### config.mk
export PLATFORM = sky130hd
export DESIGN_NAME = dsp_mac_sequencer
export DESIGN_NICKNAME = d
export VERILOG_FILES = /design/src/rtl/dsp_mac_sequencer.sv
export SDC_FILE = /design/constraint.sdc
export NUM_CORES = 1
export LEC_CHECK = 0
export ABC_CLOCK_PERIOD_IN_PS = 3100
export CORE_MARGIN = 4
export CORE_UTILIZATION = 40
export DETAILED_ROUTE_END_ITERATION = 6
export PLACE_DENSITY = 0.89
export SLEW_MARGIN = 20
export SYNTH_ARGS = -nofsm -noshare
export SYNTH_HDL_FRONTEND = slang
export SYNTH_SLANG_ARGS = --single-unit
### constraint.sdc
create_clock -name clk_i -period 3.1 [get_ports clk_i]
set_clock_uncertainty 0.15 [all_clocks]
set_input_delay 0.62 -clock clk_i [delete_from_list [all_inputs] [get_ports clk_i]]
set_output_delay 0.62 -clock clk_i [all_outputs]
set_load 0.02 [all_outputs]
### src/rtl/dsp_mac_sequencer.sv
// dsp_mac_sequencer: operand-side driver for a DSP48A1 slice. Issues A/B
// operand pairs and OPMODE codes so that N_TERMS products accumulate in the
// slice P register, then captures P into a result register with a
// valid/ready handshake once the last term has drained through the slice.
module dsp_mac_sequencer #(
    parameter int N_TERMS    = 8,
    parameter int CNT_W      = 10,
    parameter int OPMODE_DLY = 1,
    parameter int LATENCY    = 4
) (
    input  logic        clk_i,
    input  logic        rstn_i,
    input  logic        s_valid_i,
    output logic        s_ready_o,
    input  logic [17:0] s_a_i,
    input  logic [17:0] s_b_i,
    input  logic        sub_i,
    output logic        r_valid_o,
    input  logic        r_ready_i,
    output logic [47:0] r_data_o,
    output logic [17:0] dsp_a_o,
    output logic [17:0] dsp_b_o,
    output logic [7:0]  dsp_opmode_o,
    output logic        dsp_ce_o,
    output logic        dsp_rst_o,
    input  logic [47:0] dsp_p_i,
    output logic        busy_o
);

    localparam logic [1:0] ST_IDLE  = 2'd0;
    localparam logic [1:0] ST_ACCUM = 2'd1;
    localparam logic [1:0] ST_DRAIN = 2'd2;
    localparam logic [1:0] ST_HOLD  = 2'd3;

    // OPMODE codes: X=M/Z=0 (first term), X=M/Z=P (later terms),
    // X=0/Z=P (hold P), X=0/Z=0 (idle). Bit 7 selects subtract.
    localparam logic [7:0] OP_FIRST     = 8'h01;
    localparam logic [7:0] OP_FIRST_SUB = 8'h81;
    localparam logic [7:0] OP_NEXT      = 8'h09;
    localparam logic [7:0] OP_NEXT_SUB  = 8'h89;
    localparam logic [7:0] OP_HOLD_P    = 8'h08;
    localparam logic [7:0] OP_IDLE      = 8'h00;

    localparam int unsigned OPD = OPMODE_DLY;
    localparam int          DW  = (LATENCY > 1) ? $clog2(LATENCY) : 1;

    localparam logic [CNT_W-1:0] LAST_IDX   = CNT_W'(N_TERMS - 1);
    localparam logic [CNT_W-1:0] CNT_ONE    = CNT_W'(1);
    localparam logic [DW-1:0]    DRAIN_INIT = DW'(LATENCY - 1);
    localparam logic [DW-1:0]    DCNT_ONE   = DW'(1);

    logic [1:0]       state_q, state_d;
    logic [CNT_W-1:0] cnt_q, cnt_d;
    logic [DW-1:0]    dcnt_q, dcnt_d;
    logic             sub_q, sub_d;
    logic             r_valid_q, r_valid_d;
    logic [47:0]      r_data_q, r_data_d;
    logic [17:0]      dsp_a_q, dsp_a_d;
    logic [17:0]      dsp_b_q, dsp_b_d;
    logic [7:0]       slot_op;
    logic [7:0]       op_dl_q [OPD+1];
    logic             fire;

    // Operands are accepted only while reset is released and the FSM is collecting terms.
    always_comb begin
        s_ready_o = rstn_i & ((state_q == ST_IDLE) | (state_q == ST_ACCUM));
        fire      = s_valid_i & s_ready_o;
    end

    // Next-state logic: FSM, term/drain counters, operand and result registers, slot opcode.
    always_comb begin
        state_d   = state_q;
        cnt_d     = cnt_q;
        dcnt_d    = dcnt_q;
        sub_d     = sub_q;
        r_valid_d = r_valid_q;
        r_data_d  = r_data_q;
        dsp_a_d   = dsp_a_q;
        dsp_b_d   = dsp_b_q;
        slot_op   = OP_IDLE;

        if (fire) begin
            dsp_a_d = s_a_i;
            dsp_b_d = s_b_i;
        end

        case (state_q)
            ST_IDLE: begin
                slot_op = OP_IDLE;
                if (fire) begin
                    sub_d   = sub_i;
                    slot_op = sub_i ? OP_FIRST_SUB : OP_FIRST;
                    cnt_d   = CNT_ONE;
                    if (N_TERMS == 1) begin
                        state_d = ST_DRAIN;
                        dcnt_d  = DRAIN_INIT;
                    end else begin
                        state_d = ST_ACCUM;
                    end
                end
            end
            ST_ACCUM: begin
                slot_op = OP_HOLD_P;
                if (fire) begin
                    slot_op = sub_q ? OP_NEXT_SUB : OP_NEXT;
                    cnt_d   = cnt_q + CNT_ONE;
                    if (cnt_q == LAST_IDX) begin
                        state_d = ST_DRAIN;
                        dcnt_d  = DRAIN_INIT;
                    end
                end
            end
            ST_DRAIN: begin
                slot_op = OP_HOLD_P;
                if (dcnt_q == '0) begin
                    r_data_d  = dsp_p_i;
                    r_valid_d = 1'b1;
                    state_d   = ST_HOLD;
                end else begin
                    dcnt_d = dcnt_q - DCNT_ONE;
                end
            end
            ST_HOLD: begin
                slot_op = OP_HOLD_P;
                if (r_ready_i) begin
                    r_valid_d = 1'b0;
                    state_d   = ST_IDLE;
                end
            end
            default: begin
                state_d = ST_IDLE;
            end
        endcase
    end

    // State registers with synchronous active-low reset; opcode delay line shifts every slot.
    always_ff @(posedge clk_i) begin
        if (!rstn_i) begin
            state_q   <= ST_IDLE;
            cnt_q     <= '0;
            dcnt_q    <= '0;
            sub_q     <= 1'b0;
            r_valid_q <= 1'b0;
            r_data_q  <= '0;
            dsp_a_q   <= '0;
            dsp_b_q   <= '0;
            for (int unsigned i = 0; i <= OPD; i++) begin
                op_dl_q[i] <= '0;
            end
        end else begin
            state_q   <= state_d;
            cnt_q     <= cnt_d;
            dcnt_q    <= dcnt_d;
            sub_q     <= sub_d;
            r_valid_q <= r_valid_d;
            r_data_q  <= r_data_d;
            dsp_a_q   <= dsp_a_d;
            dsp_b_q   <= dsp_b_d;
            op_dl_q[0] <= slot_op;
            for (int unsigned i = 1; i <= OPD; i++) begin
                op_dl_q[i] <= op_dl_q[i-1];
            end
        end
    end

    // Slice-facing and status outputs.
    always_comb begin
        r_valid_o    = r_valid_q;
        r_data_o     = r_data_q;
        dsp_a_o      = dsp_a_q;
        dsp_b_o      = dsp_b_q;
        dsp_opmode_o = op_dl_q[OPD];
        dsp_ce_o     = rstn_i;
        dsp_rst_o    = ~rstn_i;
        busy_o       = (state_q != ST_IDLE);
    end

endmodule

==> flow_summary.json, run 1 <==
{
  "power_frac_clock": 0.204,
  "period_share": 0.906,
  "cts_resized": 0,
  "clockBufferDepth": 2,
  "area_growth_pct": 50.0,
  "p_per_area_nw_per_um2": 678,
  "yosys.area_share.simple": 0.274,
  "p_comb_frac": 0.376,
  "layout-drive-gt1-share": 0.0487,
  "path_buf_inv": 2,
  "grt_setup_unrepaired": "no",
  "io_pins": 186,
  "min_from": "op_dl_q[0][7]$_SDFF_PN0_",
  "final_nets": 767,
  "yosys.area.top_type": "dfxtp_1",
  "cpMostUsedCell": "nor2_1",
  "synthXorXnorAreaFrac": 0.00864,
  "drt_iter0_markers": 224,
  "end_kind": "output port",
  "holdPathStages": 1,
  "synthArstFlopShare": 0,
  "synth_mux_area_frac": 0,
  "die_y_um": 109,
  "vias_per_cell": 4.90,
  "clk_latency_ns": 0.35,
  "fin_crit_ns": 2.81,
  "vias": 3971,
  "overflow": 0,
  "layout_common_cells": "nand2_1, clkdlybuf4s50_1, dfxtp_1",
  "cpMaxStageDelayCell": "clkdlybuf4s50_1",
  "r2r_end": "cnt_q[6]$_SDFFE_PN0P_",
  "swShare": 0.353,
  "antenna_cells": 0,
  "cts_tree": "yes",
  "row_count": 36,
  "synth.area.top_cells": "dfxtp_1, nand2_1, a21oi_1, nand3_1, buf_4",
  "synth_top_family_by_area": "simple AND/OR/NAND/NOR gates",
  "switchingPower_uw": 1450,
  "ys.flop_type": "dfxtp_1",
  "r2r_slack_ns": 0.62,
  "setup_violations": 0,
  "ys_seq_area_frac": 0.523,
  "seq_power_share": 0.420,
  "synth_edf_count": 0,
  "critPathMaxFanout": 10,
  "synth-compound-area-share": 0.110,
  "max_slew_margin": 0.607,
  "synth.avg_cell_area_sq_um": 7.94,
  "core_sq_um": 9820,
  "die_x_um": 109,
  "p_leak_uw": 0.00231,
  "reg2reg_depth": 8,
  "grt_pass1_wl_um": 18400,
  "clk_pin_slew_worst_paths_ns": 0.09,
  "postRouteAntennaNets": 0,
  "drt_first_pass_iters": 4,
  "grt_max_degree": 49,
  "place_congestion": 0.815,
  "cts_hold_buf": 0,
  "grt_pass1_vias": 4014,
  "fmaxAchievable_ghz": 0.356,
  "p_int_uw": 2670,
  "syn_area_sq_um": 4060,
  "ys_types": 39,
  "layout.cells.most_common": "nand2_1",
  "port_buffers": 180,
  "cts_max_level": 3,
  "drv_slew": 0,
  "outcome": "completed",
  "reg2reg_from": "state_q[1]$_SDFFE_PN0P_",
  "initial_utilization": 0.413,
  "drc": 0,
  "grt_use_total": 0.190,
  "tightest_slew_ns": 0.583,
  "whs_endpoint": "op_dl_q[0][15]$_SDFF_PN0_",
  "whs_ns": 0.290,
  "routedWlPerCell_um": 14.0,
  "syn-instance-count": 511,
  "crit_family": "buffers and inverters",
  "die_area_sq_um": 11800,
  "drv_cap": 0,
  "synth_top_area_frac": 0.523,
  "synth_warnings": 0,
  "finalSetupTns_ns": 0,
  "path_cells": "inv_1 -> ha_1 -> nor2_1 -> nor2_1 -> clkdlybuf4s50_1",
  "post_cts_buffers": 0,
  "ys_ff_latch": 106,
  "ir_drop_v": 0.000329,
  "critPathLaunchType": "register",
  "max_stage_delay_ns": 0.61,
  "crit_arrival_ns": 2.04,
  "hp-class": "reg -> reg",
  "cts_buffers": 9,
  "routed_wl_um": 11400,
  "yosys.area_share.adder": 0.0185,
  "hpwl_um": 8340,
  "cp.depth": 5,
  "cts-root-buf": "clkbuf_8",
  "required_ns": 2.33,
  "antenna_found_initial": 0,
  "cts_sinks": 106,
  "path_class": "reg -> out",
  "hold_viol": 0
}
## registers in the layout, summed over array words and instances (netlist names)
signal,cells
dsp_b_o,18
state_q,2
r_valid_o,1
cnt_q,10
sub_q,1
op_dl_q,6
dsp_a_o,18
r_data_o,48
dcnt_q,2
## cell usage after synthesis, drive strengths merged, types with 2 or more instances
cell	number
a21o	3
a21oi	56
and2	4
buf	20
clkbuf	25
dfxtp	106
ha	6
inv	9
nand2	181
nand3	43
nand4	5
nor2	11
nor2b	2
nor3	2
nor4	3
o21ai	8
or3	5
or4	2
xnor2	4
## worst max path at each step
stage                            startpoint  slack, ns                 endpoint
floorplan                            rstn_i       0.87                s_ready_o
global placement                     rstn_i       0.45                s_ready_o
detailed placement                s_valid_i       0.42  state_q[0]$_SDFFE_PN0P_
CTS                 state_q[1]$_SDFFE_PN0P_       0.27                s_ready_o
global route        state_q[1]$_SDFFE_PN0P_       0.17                s_ready_o
finish              state_q[0]$_SDFFE_PN0P_       0.29                s_ready_o
## per-layer routing
layer,wire [um],vias to the layer above,track usage,part of all wire
met3,753,15,0.0450,0.066
met5,0,-,0,0
li1,-,1973,-,-
met4,144,0,0.0370,0.013
met1,4700,1830,0.220,0.41
met2,5760,153,0.355,0.51
## power by group through the flow
stage          Sequential (uW)  Combinational (uW)  Clock [uW]
6_report                  1730                1550         839
5_1_grt                   1760                1690         917
4_1_cts                   1730                1570         862
3_5_place_dp              1760                1550           0
3_3_place_gp              1750                1500           0
2_1_floorplan             1990                 618           0
## area by class of cell
| class | instances | area, sq um |
|---|---|---|
| inverter | 10 | 37.5 |
| tap | 133 | 166 |
| multi-input combinational | 354 | 1690 |
| timing repair buffer | 191 | 1880 |
| clock buffer | 11 | 131 |
| sequential | 106 | 2120 |
| clock inverter | 5 | 60.1 |
| fill | 842 | 3740 |
## cell families after synthesis
group                    Yosys count
AND/OR/NAND/NOR                  261
flip-flops                       106
AO/OA/AOI/OAI                     78
buffers and inverters             55
adder cells (fa/ha/maj)            6
XOR/XNOR                           4
other                              1
## per-stage QoR
step	instances	worst slack [ns]	util	total power (uW)	instance area [sq um]
after global routing	810	0.170	0.619	4370	6080
after global placement	794	0.452	0.600	3250	5890
after floorplan	515	0.874	-	2600	4070
after detailed placement	794	0.422	0.600	3310	5890
after CTS	810	0.274	0.619	4160	6080
final	810	0.290	0.619	4120	6080
Note: power is estimated with default switching activity, not from simulation.
==> run 2: changes to the inputs <==
CORE_UTILIZATION = 30   (was 40)
GPL_TIMING_DRIVEN = 1   (was not set)
PLACE_DENSITY = 0.72   (was 0.89)
==> run 2 against run 1 <==
  * Critical endpoint unchanged
  * Critical path depth unchanged
  * Register-to-register slack improved by 0.11 ns
  * Largest power group unchanged
  * Combinational power barely moved
  * Sequential power barely moved
  * Count of clock-buffer cells in the layout decreased by 1
  * Worst setup slack gained 0.042 ns
  * First-iteration DRC count decreased by 31%
  * Sequential share of layout area decreased by 1.0 points
  * Clock power increased by 45%
==> flow_summary.json, run 2 (same netlist as run 1, synthesis figures left out) <==
{
  "whs_ns": 0.286,
  "routed_wl_um": 11100,
  "outcome": "completed",
  "required_ns": 2.33,
  "grt_max_degree": 49,
  "cts_hold_buf": 0,
  "io_pins": 186,
  "die_y_um": 124,
  "final_util": 0.473,
  "area_growth_pct": 54.5,
  "row_count": 42,
  "vias_per_cell": 4.56,
  "max_slew_margin": 0.407,
  "clk_latency_ns": 0.34,
  "overflow": 0,
  "antenna_found_initial": 0,
  "setup_violations": 0,
  "fmaxAchievable_ghz": 0.361,
  "postRouteAntennaNets": 0,
  "fin_crit_ns": 2.77,
  "antenna_cells": 0,
  "core_sq_um": 13200,
  "p_total_uw": 4480,
  "largest_reg_flops": 48,
  "clk_pin_slew_worst_paths_ns": 0.07,
  "cts_max_level": 3,
  "grt_setup_unrepaired": "no",
  "finalSetupTns_ns": 0,
  "critPathMaxFanout": 10,
  "crit_arrival_ns": 2.00,
  "hpwl_um": 8190,
  "drv_cap": 0,
  "vias": 3879,
  "place_congestion": 0.777,
  "grt_use_total": 0.141,
  "initial_utilization": 0.306,
  "clockBufferDepth": 2,
  "p_leak_uw": 0.00237,
  "period_share": 0.893,
  "drt_iter0_markers": 154,
  "cts_tree": "yes",
  "layout.cells.most_common": "nand2_1",
  "drv_slew": 0,
  "layout-drive-gt1-share": 0.0504,
  "cts_resized": 0,
  "p_per_area_nw_per_um2": 715,
  "die_x_um": 124,
  "post_cts_buffers": 0,
  "cts_sinks": 106,
  "cts_buffers": 9,
  "layout_common_cells": "nand2_1, clkdlybuf4s50_1, dfxtp_1",
  "grt_pass1_vias": 3861,
  "final_nets": 766,
  "path_class": "reg -> out",
  "routedWlPerCell_um": 13.0,
  "tightest_slew_ns": 0.886,
  "grt_pass1_wl_um": 18300,
  "die_area_sq_um": 15400,
  "fill_cells": 1285,
  "hp-class": "reg -> reg",
  "ir_drop_v": 0.000339,
  "cts-root-buf": "clkbuf_16",
  "critPathLaunchType": "register",
  "drc": 0,
  "end_kind": "output port",
  "drt_first_pass_iters": 4,
  "port_buffers": 180,
  "hold_viol": 0
}
==> run 2: cell types whose count changed in the layout (fill, tap and decap cells not counted), sizes merged <==
cell and change:
clkbuf -1, bufinv +1, inv -1, buf -1
==> run 2: power breakdown <==
group / leakage [uW] / switching, uW / internal, uW
clock network: 0.000157 / 490 / 732
logic: 0.00135 / 849 / 682
registers: 0.000864 / 129 / 1600
==> run 2: cell type report <==
| cell class | instances | area [sq um] | area share |
|---|---|---|---|
| clock buffers | 10 | 239 | 0.0381 |
| clock inverters | 5 | 87.6 | 0.0140 |
| inverters | 10 | 37.5 | 0.00599 |
| flip-flops and latches | 106 | 2120 | 0.339 |
| well taps | 176 | 220 | 0.0351 |
| repair buffers | 190 | 1870 | 0.299 |
| multi-input cells | 354 | 1690 | 0.269 |
==> run 2: routing by layer <==
| metal | up-vias | global-route usage | share of wire |
|---|---|---|---|
| met4 | 0 | 0.0516 | 0.016 |
| met5 | - | 0 | 0 |
| met2 | 146 | 0.233 | 0.46 |
| met1 | 1745 | 0.162 | 0.43 |
| met3 | 12 | 0.0605 | 0.092 |
| li1 | 1976 | - | - |
==> run 2: worst max-delay path, stage by stage, from the launching register on <==
cell             delay (ns)
dfxtp_1                0.36
inv_1                  0.10
ha_1                   0.37
nor2_1                 0.09
nor2_1                 0.11
clkdlybuf4s50_1        0.64
==> run 2: per-stage QoR <==
step | instances | worst slack (ns) | area (sq um)
2_1_floorplan | 515 | 0.874 | 4070
3_3_place_gp | 836 | 0.508 | 5940
3_5_place_dp | 836 | 0.452 | 5940
4_1_cts | 851 | 0.284 | 6270
5_1_grt | 851 | 0.208 | 6270
6_report | 851 | 0.332 | 6270
==> run 2: final timing paths <==
| path | startpoint | endpoint | slack (ns) | cells past startpoint |
|---|---|---|---|---|
| worst max-delay path | state_q[1]$_SDFFE_PN0P_ | s_ready_o | 0.33 | 5 |
| worst min register to register | op_dl_q[0][7]$_SDFF_PN0_ | op_dl_q[0][15]$_SDFF_PN0_ | 0.29 | 1 |
| worst min-delay path | op_dl_q[0][7]$_SDFF_PN0_ | op_dl_q[0][15]$_SDFF_PN0_ | 0.29 | 1 |
| worst max register to register | state_q[1]$_SDFFE_PN0P_ | cnt_q[3]$_SDFFE_PN0P_ | 0.73 | 7 |
